**config.mk**
```make
export PLATFORM = sky130hd
export DESIGN_NAME = uart_rx
export DESIGN_NICKNAME = d
export VERILOG_FILES = /design/src/rtl/uart_rx.sv
export SDC_FILE = /design/constraint.sdc
export NUM_CORES = 1
export LEC_CHECK = 0
export CAP_MARGIN = 20
export CELL_PAD_IN_SITES_DETAIL_PLACEMENT = 1
export CELL_PAD_IN_SITES_GLOBAL_PLACEMENT = 1
export CORE_AREA = 4 4 66 68
export CTS_CLUSTER_DIAMETER = 150
export DETAILED_ROUTE_END_ITERATION = 10
export DIE_AREA = 0 0 70 72
export HOLD_SLACK_MARGIN = 0.15
export PLACE_DENSITY = 0.76
export SLEW_MARGIN = 40
export SYNTH_ARGS = -nofsm -noshare
export SYNTH_HDL_FRONTEND = slang
export SYNTH_SLANG_ARGS = --single-unit
export TNS_END_PERCENT = 1
```
**constraint.sdc**
```tcl
create_clock -name clk -period 2.3 [get_ports clk]
set_clock_uncertainty 0.1 [all_clocks]
set_input_delay 0.345 -clock clk [delete_from_list [all_inputs] [get_ports clk]]
set_output_delay 0.345 -clock clk [all_outputs]
set_load 0.005 [all_outputs]
```
**src/rtl/uart_rx.sv**
```systemverilog
// ---------------------------------------------------------------------------
// uart_rx -- oversampling 8N1 UART receiver.
//
// The serial line is resynchronised, the start bit is confirmed at its
// middle, then each data bit and the stop bit are sampled at their own
// middles using a tick-driven sub-bit counter.
//
// Ports
//   clk        : single clock, rising edge
//   rst        : synchronous, active-low reset
//   tick       : one-clk enable pulse at OVERSAMPLE x baud
//   rx         : asynchronous serial line, idle high, LSB first
//   data_out   : last correctly framed byte (held until the next good frame)
//   valid      : one-clk pulse, data_out has just been updated
//   frame_err  : one-clk pulse, stop bit was low and the byte was dropped
//   busy       : high while in START, DATA or STOP
//   dbg_state  : current FSM state (0 IDLE, 1 START, 2 DATA, 3 STOP)
//
// Handshake: valid and frame_err are single-cycle pulses with no
// backpressure; a consumer must capture data_out in the cycle valid is high
// or rely on data_out holding until the next good frame.
//
// OVERSAMPLE must be 8 or 16.
// ---------------------------------------------------------------------------
module uart_rx #(
  parameter int OVERSAMPLE = 16
) (
  input  logic       clk,
  input  logic       rst,
  input  logic       tick,
  input  logic       rx,
  output logic [7:0] data_out,
  output logic       valid,
  output logic       frame_err,
  output logic       busy,
  output logic [1:0] dbg_state
);

  localparam int SW = $clog2(OVERSAMPLE);
  localparam logic [SW-1:0] HALF_LAST = SW'(OVERSAMPLE / 2 - 1);
  localparam logic [SW-1:0] FULL_LAST = SW'(OVERSAMPLE - 1);

  typedef enum logic [1:0] {
    S_IDLE  = 2'd0,
    S_START = 2'd1,
    S_DATA  = 2'd2,
    S_STOP  = 2'd3
  } state_t;

  state_t        r_state;
  logic          r_sync1;
  logic          r_sync2;
  logic          r_armed;
  logic [SW-1:0] r_sub_cnt;
  logic [2:0]    r_bit_cnt;
  logic [7:0]    r_shift;
  logic [7:0]    r_data;
  logic          r_valid;
  logic          r_ferr;
  logic          r_busy;
  logic          w_rx_s;

  assign w_rx_s = r_sync2;

  always_ff @(posedge clk) begin
    if (!rst) begin
      r_state   <= S_IDLE;
      r_sync1   <= 1'b1;
      r_sync2   <= 1'b1;
      r_armed   <= 1'b0;
      r_sub_cnt <= '0;
      r_bit_cnt <= '0;
      r_shift   <= 8'h00;
      r_data    <= 8'h00;
      r_valid   <= 1'b0;
      r_ferr    <= 1'b0;
      r_busy    <= 1'b0;
    end else begin
      r_sync1 <= rx;
      r_sync2 <= r_sync1;
      r_valid <= 1'b0;
      r_ferr  <= 1'b0;

      case (r_state)
        S_IDLE: begin
          r_sub_cnt <= '0;
          r_bit_cnt <= '0;
          // Arming on a seen '1' keeps a held-low line (break, or rx low
          // out of reset) from being mistaken for a stream of start bits.
          // The start edge is taken without waiting for tick so a start
          // that coincides with the STOP exit is not lost.
          if (w_rx_s) begin
            r_armed <= 1'b1;
          end else if (r_armed) begin
            r_state <= S_START;
            r_busy  <= 1'b1;
          end
        end

        S_START: begin
          if (tick) begin
            if (r_sub_cnt == HALF_LAST) begin
              r_sub_cnt <= '0;
              if (!w_rx_s) begin
                r_state <= S_DATA;
              end else begin
                // Line went back high before mid-start: glitch, stay armed.
                r_state <= S_IDLE;
                r_busy  <= 1'b0;
              end
            end else begin
              r_sub_cnt <= r_sub_cnt + SW'(1);
            end
          end
        end

        S_DATA: begin
          if (tick) begin
            // Wraps naturally at OVERSAMPLE-1, giving one sample per bit.
            r_sub_cnt <= r_sub_cnt + SW'(1);
            if (r_sub_cnt == FULL_LAST) begin
              r_shift[r_bit_cnt] <= w_rx_s;
              r_bit_cnt          <= r_bit_cnt + 3'd1;
              if (r_bit_cnt == 3'd7) begin
                r_state   <= S_STOP;
                r_sub_cnt <= '0;
                r_bit_cnt <= '0;
              end
            end
          end
        end

        S_STOP: begin
          if (tick) begin
            if (r_sub_cnt == FULL_LAST) begin
              if (w_rx_s) begin
                r_data  <= r_shift;
                r_valid <= 1'b1;
              end else begin
                r_ferr  <= 1'b1;
                r_armed <= 1'b0;
              end
              r_state   <= S_IDLE;
              r_busy    <= 1'b0;
              r_sub_cnt <= '0;
              r_bit_cnt <= '0;
            end else begin
              r_sub_cnt <= r_sub_cnt + SW'(1);
            end
          end
        end
      endcase
    end
  end

  assign data_out  = r_data;
  assign valid     = r_valid;
  assign frame_err = r_ferr;
  assign busy      = r_busy;
  assign dbg_state = r_state;

endmodule

```
==> run summary, run 1 <==
Synth Instances = 162
hold depth = 1
startpoint types = flop
Core Area = 0.003856 mm^2
depth of the worst register-to-register path = 6
post-CTS sizing = 0
Setup-failing EPs final = 0
worst-case clock buffer depth = 2
ANT nets after route = 0
hold crit path type = reg2reg
Residual DRC = 0
Max-cap violations = 0
cell area after synthesis = 0.001515 mm^2
ANT cells = 0
clk sinks = 31
first-pass GRT wire length = 5947 um
Setup Fix Bufs, Post-CTS = 0
Data required, critical path = 2.37 ns
Seq pwr share = 0.404
Avg WL per Cell = 14.87 um
syn_nets = 174
ys flop type = dfxtp_1
worst slew pin tran = 0.4621 ns
FF+latch count, synth = 31
initial antenna violation count = 0
status = finished, final reports clean
largest net degree at the start of global routing = 19
Tmin final = 2.031 ns
area growth from synthesis to layout = 21.06%
combinational fraction of design power = 0.206
crit path capture type = flop
switching share of power = 0.2787
Max Fclk = 492.3 MHz
clock-pin slew on the worst setup and hold paths = 0.07 ns
final core utilization = 0.4757
Die H = 72 um
IO Pins = 17
DR vias/cell = 5.450
Final period util = 0.8832
fraction of registers with async set/reset = 0
unrepaired setup endpoints after global routing = no
IO Port Bufs = 16
Die Wd = 70 um
drt pass-1 iters = 4
Yosys Warn Count = 0
setup TNS = 0 ns
Placer Congestion = 0.8029
cell taking the most area after synthesis = dfxtp_1
Pwr Density = 774.7 mW/mm^2
final hold vios = 0
via count of the routed design = 1,259
worst vdd ir = 464.4 uV
WL final = 3435 um
layout cells sized above 1 = 0.1105
post-synth top area share = 0.4096
Die Area = 0.005040 mm^2
Slew headroom = 0.6920
root buf cell = clkbuf_8
Final #Nets = 192
number of synthesized flops with an enable pin = 0
number of fill cells = 467
CTS Hold Bufs = 0
Initial Util = 0.3929
total track usage = 0.1467
Final HPWL DP = 2497 um
clk_lat worst skew = 0.28 ns
gr ovfl total = 0
clock power share = 0.390
Avg Cell Area, Syn = 9.353 um^2
TritonCTS clock tree = done
Internal = 0.001025 W
number of global-route vias before repair = 1,307
Pins Over Slew Limit = 0
Initial DRC Count = 49
post-synthesis sequential area ratio = 0.4096
Num CTS Buffers = 5
Leak = 0.7536 nW
net load switching power = 0.0003960 W
Yosys cell types = 45
Setup CP Type = reg2reg
top cells by area, synth = dfxtp_1, mux2i_1, ha_1
# rows = 23
crit-path max FO = 11
CTS H-tree lvls = 2
Worst EP arrival = 2.10 ns
==> through the flow <==
step | setup WS, ns | std cells | hold WS (ns) | area [um^2] | total power, W
after detailed placement | 0.2949 | 223 | 0.2956 | 1717 | 0.0008736
after CTS | 0.2695 | 231 | 0.3123 | 1834 | 0.001441
after global routing | 0.1343 | 231 | 0.3324 | 1834 | 0.001495
after global placement | 0.3725 | 223 | 0.2906 | 1717 | 0.0008582
final | 0.2686 | 231 | 0.3100 | 1834 | 0.001421
after floorplan | 0.5278 | 162 | 0.2863 | 1515 | 0.0007770
==> worst max-delay path, stage by stage, from the launching register on <==
cell and delay, ns:
dfxtp_1 0.40, inv_1 0.12, ha_1 0.38, or3_1 0.45, nand2b_1 0.16, nand4_1 0.15
mux2i_1 0.15
==> metal layers <==
metal,track usage,wire length [um],vias to the layer above
li1,-,-,613
met1,0.1496,1384,608
met2,0.2812,1851,30
met3,0.04432,137,8
met4,0.05532,62,0
met5,0,0,-
==> cell type report <==
class	instances	area, um^2	area share
Clock buffer	6	82.58	0.04502
Clock inverter	2	35.03	0.01910
Inverter	6	22.52	0.01228
Multi-Input combinational cell	116	820.8	0.4475
Timing Repair Buffer	20	190.2	0.1037
Tap cell	50	62.56	0.03411
Sequential cell	31	620.6	0.3383
==> power groups by stage <==
stage | clock network (W) | registers (W) | logic (W)
floorplan | 0 | 0.000585 | 0.000192
global placement | 0 | 0.000584 | 0.000274
detailed placement | 0 | 0.000586 | 0.000288
CTS | 0.000574 | 0.000574 | 0.000293
global route | 0.000599 | 0.000577 | 0.000319
finish | 0.000554 | 0.000574 | 0.000292
==> registers in the layout, indices dropped and copies added (netlist names), named ones only <==
register / flops
busy: 1
r_bit_cnt: 3
frame_err: 1
r_sub_cnt: 4
valid: 1
r_sync1: 1
data_out: 8
r_armed: 1
r_sync2: 1
r_shift: 8
dbg_state: 1
==> worst paths after layout <==
path | start | slack, ns | endpoint
setup / recovery | dbg_state[0] | 0.27 | dbg_state[0]
hold / removal | r_sync1 | 0.31 | r_sync2
setup reg to reg | dbg_state[0] | 0.27 | dbg_state[0]
hold reg to reg | r_sync1 | 0.31 | r_sync2
==> cells in the final DEF, fill, tap and decap left out, types with 3 or more instances in the layout <==
cell / count
a21oi_1: 7
buf_4: 4
clkbuf_8: 6
clkdlybuf4s50_1: 16
dfxtp_1: 31
ha_1: 8
inv_1: 5
mux2i_1: 17
nand2_1: 18
nand2b_1: 5
nand3b_1: 3
nand4_1: 3
nor2_1: 15
o21ai_0: 4
or3_1: 4
==> cell usage after synthesis (2+ instances only) <==
cell type	n
a21oi_1	7
and3_1	2
buf_2	2
buf_4	2
clkbuf_1	4
dfxtp_1	31
ha_1	8
inv_1	5
mux2i_1	17
nand2_1	18
nand2b_1	5
nand3_1	2
nand3b_1	3
nand4_1	3
nor2_1	15
nor3_1	2
nor3b_1	2
o21ai_0	4
or3_1	4
==> logic make-up (layout without fill, tap and decap cells) <==
| logic type | after synthesis | count (layout) | share of synthesized area |
|---|---|---|---|
| fa+ha+maj | 8 | 8 | 0.06606 |
| buf+inv | 15 | 34 | 0.04871 |
| simple gates | 64 | 64 | 0.2304 |
| mux | 17 | 17 | 0.1123 |
| flops | 31 | 31 | 0.4096 |
| compound gates | 27 | 27 | 0.1330 |
(Power assumes the default switching activity.)
==> run 2, diff against run 1 <==
--- a/config.mk
+++ b/config.mk
@@ -18,4 +18,4 @@
 export SYNTH_ARGS = -nofsm -noshare
 export SYNTH_HDL_FRONTEND = slang
 export SYNTH_SLANG_ARGS = --single-unit
-export TNS_END_PERCENT = 1
+export TNS_END_PERCENT = 5
==> results of run 2 <==
Same layout as run 1: the final DEF is identical, and so are final timing and power.
==> run 3, diff against run 2 <==
--- a/config.mk
+++ b/config.mk
@@ -8,10 +8,10 @@
 export CAP_MARGIN = 20
 export CELL_PAD_IN_SITES_DETAIL_PLACEMENT = 1
 export CELL_PAD_IN_SITES_GLOBAL_PLACEMENT = 1
-export CORE_AREA = 4 4 66 68
+export CORE_AREA = 2 2 64 66
 export CTS_CLUSTER_DIAMETER = 150
 export DETAILED_ROUTE_END_ITERATION = 10
-export DIE_AREA = 0 0 70 72
+export DIE_AREA = 0 0 66 68
 export HOLD_SLACK_MARGIN = 0.15
 export PLACE_DENSITY = 0.76
 export SLEW_MARGIN = 40
==> run summary, run 3 (synthesis gave the netlist of run 1 again) <==
Die Wd = 66 um (was 70 um)
root buf cell = clkbuf_8 (unchanged)
area growth from synthesis to layout = 19.08% (was 21.06%)
Slew headroom = 0.6884 (was 0.6920)
IO Port Bufs = 16 (unchanged)
Finished Layout Cells = 230 (was 231)
clk_lat worst skew = 0.29 ns (was 0.28 ns)
Final HPWL DP = 2446 um (was 2497 um)
DR vias/cell = 5.339 (was 5.450)
Seq pwr share = 0.445 (was 0.404)
clock-pin slew on the worst setup and hold paths = 0.07 ns (about the same)
startpoint types = flop (unchanged)
Final period util = 0.8760 (was 0.8832)
commonest non-fill, non-tap cell in the layout = dfxtp_1 (unchanged)
Placer Congestion = 0.8021 (was 0.8029)
Residual DRC = 0 (unchanged)
Max Fclk = 496.3 MHz (was 492.3 MHz)
Reg area = 620.6 um^2 (unchanged)
drt pass-1 iters = 4 (unchanged)
clock power share = 0.335 (was 0.390)
crit-path max FO = 11 (unchanged)
first-pass GRT wire length = 5913 um (was 5947 um)
number of fill cells = 451 (was 467)
number of global-route vias before repair = 1,248 (was 1,307)
via count of the routed design = 1,228 (was 1,259)
Tmin final = 2.015 ns (was 2.031 ns)
net load switching power = 0.0003848 W (was 0.0003960 W)
Initial DRC Count = 56 (was 49)
Setup CP Type = reg2reg (unchanged)
hold crit path type = reg2reg (unchanged)
total track usage = 0.1779 (was 0.1467)
hold_ws = 0.3275 ns (was 0.3100 ns)
Initial Util = 0.3929 (unchanged)
Max-cap violations = 0 (unchanged)
Pins Over Slew Limit = 0 (unchanged)
Setup Fix Bufs, Post-CTS = 0 (unchanged)
Leak = 0.7395 nW (was 0.7536 nW)
unrepaired setup endpoints after global routing = no (unchanged)
CTS Hold Bufs = 0 (unchanged)
Multi-input gate area = 820.8 um^2 (unchanged)
Die H = 68 um (was 72 um)
ANT cells = 0 (unchanged)
initial antenna violation count = 0 (unchanged)
setup TNS = 0 ns (unchanged)
Internal = 0.0009088 W (was 0.001025 W)
R2R Setup Slk = 0.29 ns (was 0.27 ns)
WL final = 3456 um (was 3435 um)
worst-case clock buffer depth = 2 (unchanged)
post-CTS sizing = 0 (unchanged)
Setup-failing EPs final = 0 (unchanged)
clk sinks = 31 (unchanged)
worst vdd ir = 406.0 uV (was 464.4 uV)
status = finished, final reports clean (unchanged)
switching share of power = 0.2975 (was 0.2787)
Core Area = 0.003856 mm^2 (unchanged)
Final #Nets = 192 (unchanged)
crit path capture type = flop (unchanged)
Num CTS Buffers = 5 (unchanged)
gr ovfl total = 0 (unchanged)
ANT nets after route = 0 (unchanged)
Pwr Density = 716.9 mW/mm^2 (was 774.7 mW/mm^2)
Worst EP arrival = 2.09 ns (was 2.10 ns)
Die Area = 0.004488 mm^2 (was 0.005040 mm^2)
IO Pins = 17 (unchanged)
Data required, critical path = 2.38 ns (was 2.37 ns)
CTS H-tree lvls = 2 (unchanged)
final core utilization = 0.4679 (was 0.4757)
TritonCTS clock tree = done (unchanged)
# rows = 23 (unchanged)
layout cells sized above 1 = 0.1056 (was 0.1105)
total power = 0.001294 W (was 0.001421 W)
Cell Count Post-Placement = 223 (unchanged)
worst slew pin tran = 0.4674 ns (was 0.4621 ns)
largest net degree at the start of global routing = 19 (unchanged)
Avg WL per Cell = 15.03 um (was 14.87 um)
final hold vios = 0 (unchanged)
combinational fraction of design power = 0.221 (was 0.206)
most frequent cells in the layout = dfxtp_1, nand2_1, mux2i_1, clkdlybuf4s50_1, nor2_1 (unchanged)
[run 3: through the flow]
stage | setup slack (ns) | cell area [um^2]
global placement | 0.3717 | 1717
detailed placement | 0.2755 | 1717
CTS | 0.2771 | 1804
global route | 0.09561 | 1804
finish | 0.2851 | 1804
floorplan | 0.5278 | 1515
[run 3: layer usage]
layer | track usage | up-vias | wire length, um
met5 | 0 | - | 0
met4 | 0.08418 | 0 | 38
met3 | 0.04441 | 3 | 141
met2 | 0.3207 | 29 | 1872
met1 | 0.1972 | 586 | 1403
li1 | - | 610 | -
[run 3: cell type report]
cell class | count | share of cell area
Sequential cell | 31 | 0.3440
Timing Repair Buffer | 20 | 0.1054
Clock buffer | 6 | 0.04577
Tap cell | 50 | 0.03467
Clock inverter | 1 | 0.002774
Multi-Input combinational cell | 116 | 0.4549
Inverter | 6 | 0.01248
[run 3: power groups by stage]
stage | clock network, W | logic, W | registers [W]
floorplan | 0 | 0.000192 | 0.000585
global placement | 0 | 0.000273 | 0.000585
detailed placement | 0 | 0.000282 | 0.000587
CTS | 0.000446 | 0.000287 | 0.000575
global route | 0.000472 | 0.000320 | 0.000578
finish | 0.000433 | 0.000285 | 0.000575
[run 3: critical path, cell delays in order (launching register included)]
cell and delay, ns:
dfxtp_1 0.40, inv_1 0.12, ha_1 0.38, or3_1 0.46, nand2b_1 0.16, nand4_1 0.13, mux2i_1 0.15
[run 3: worst paths after layout]
kind                startpoint      end  cells after the start
hold reg to reg        r_sync1  r_sync2                      1
setup reg to reg  dbg_state[0]     flop                      6
hold / removal         r_sync1  r_sync2                      1
setup / recovery  dbg_state[0]     flop                      6
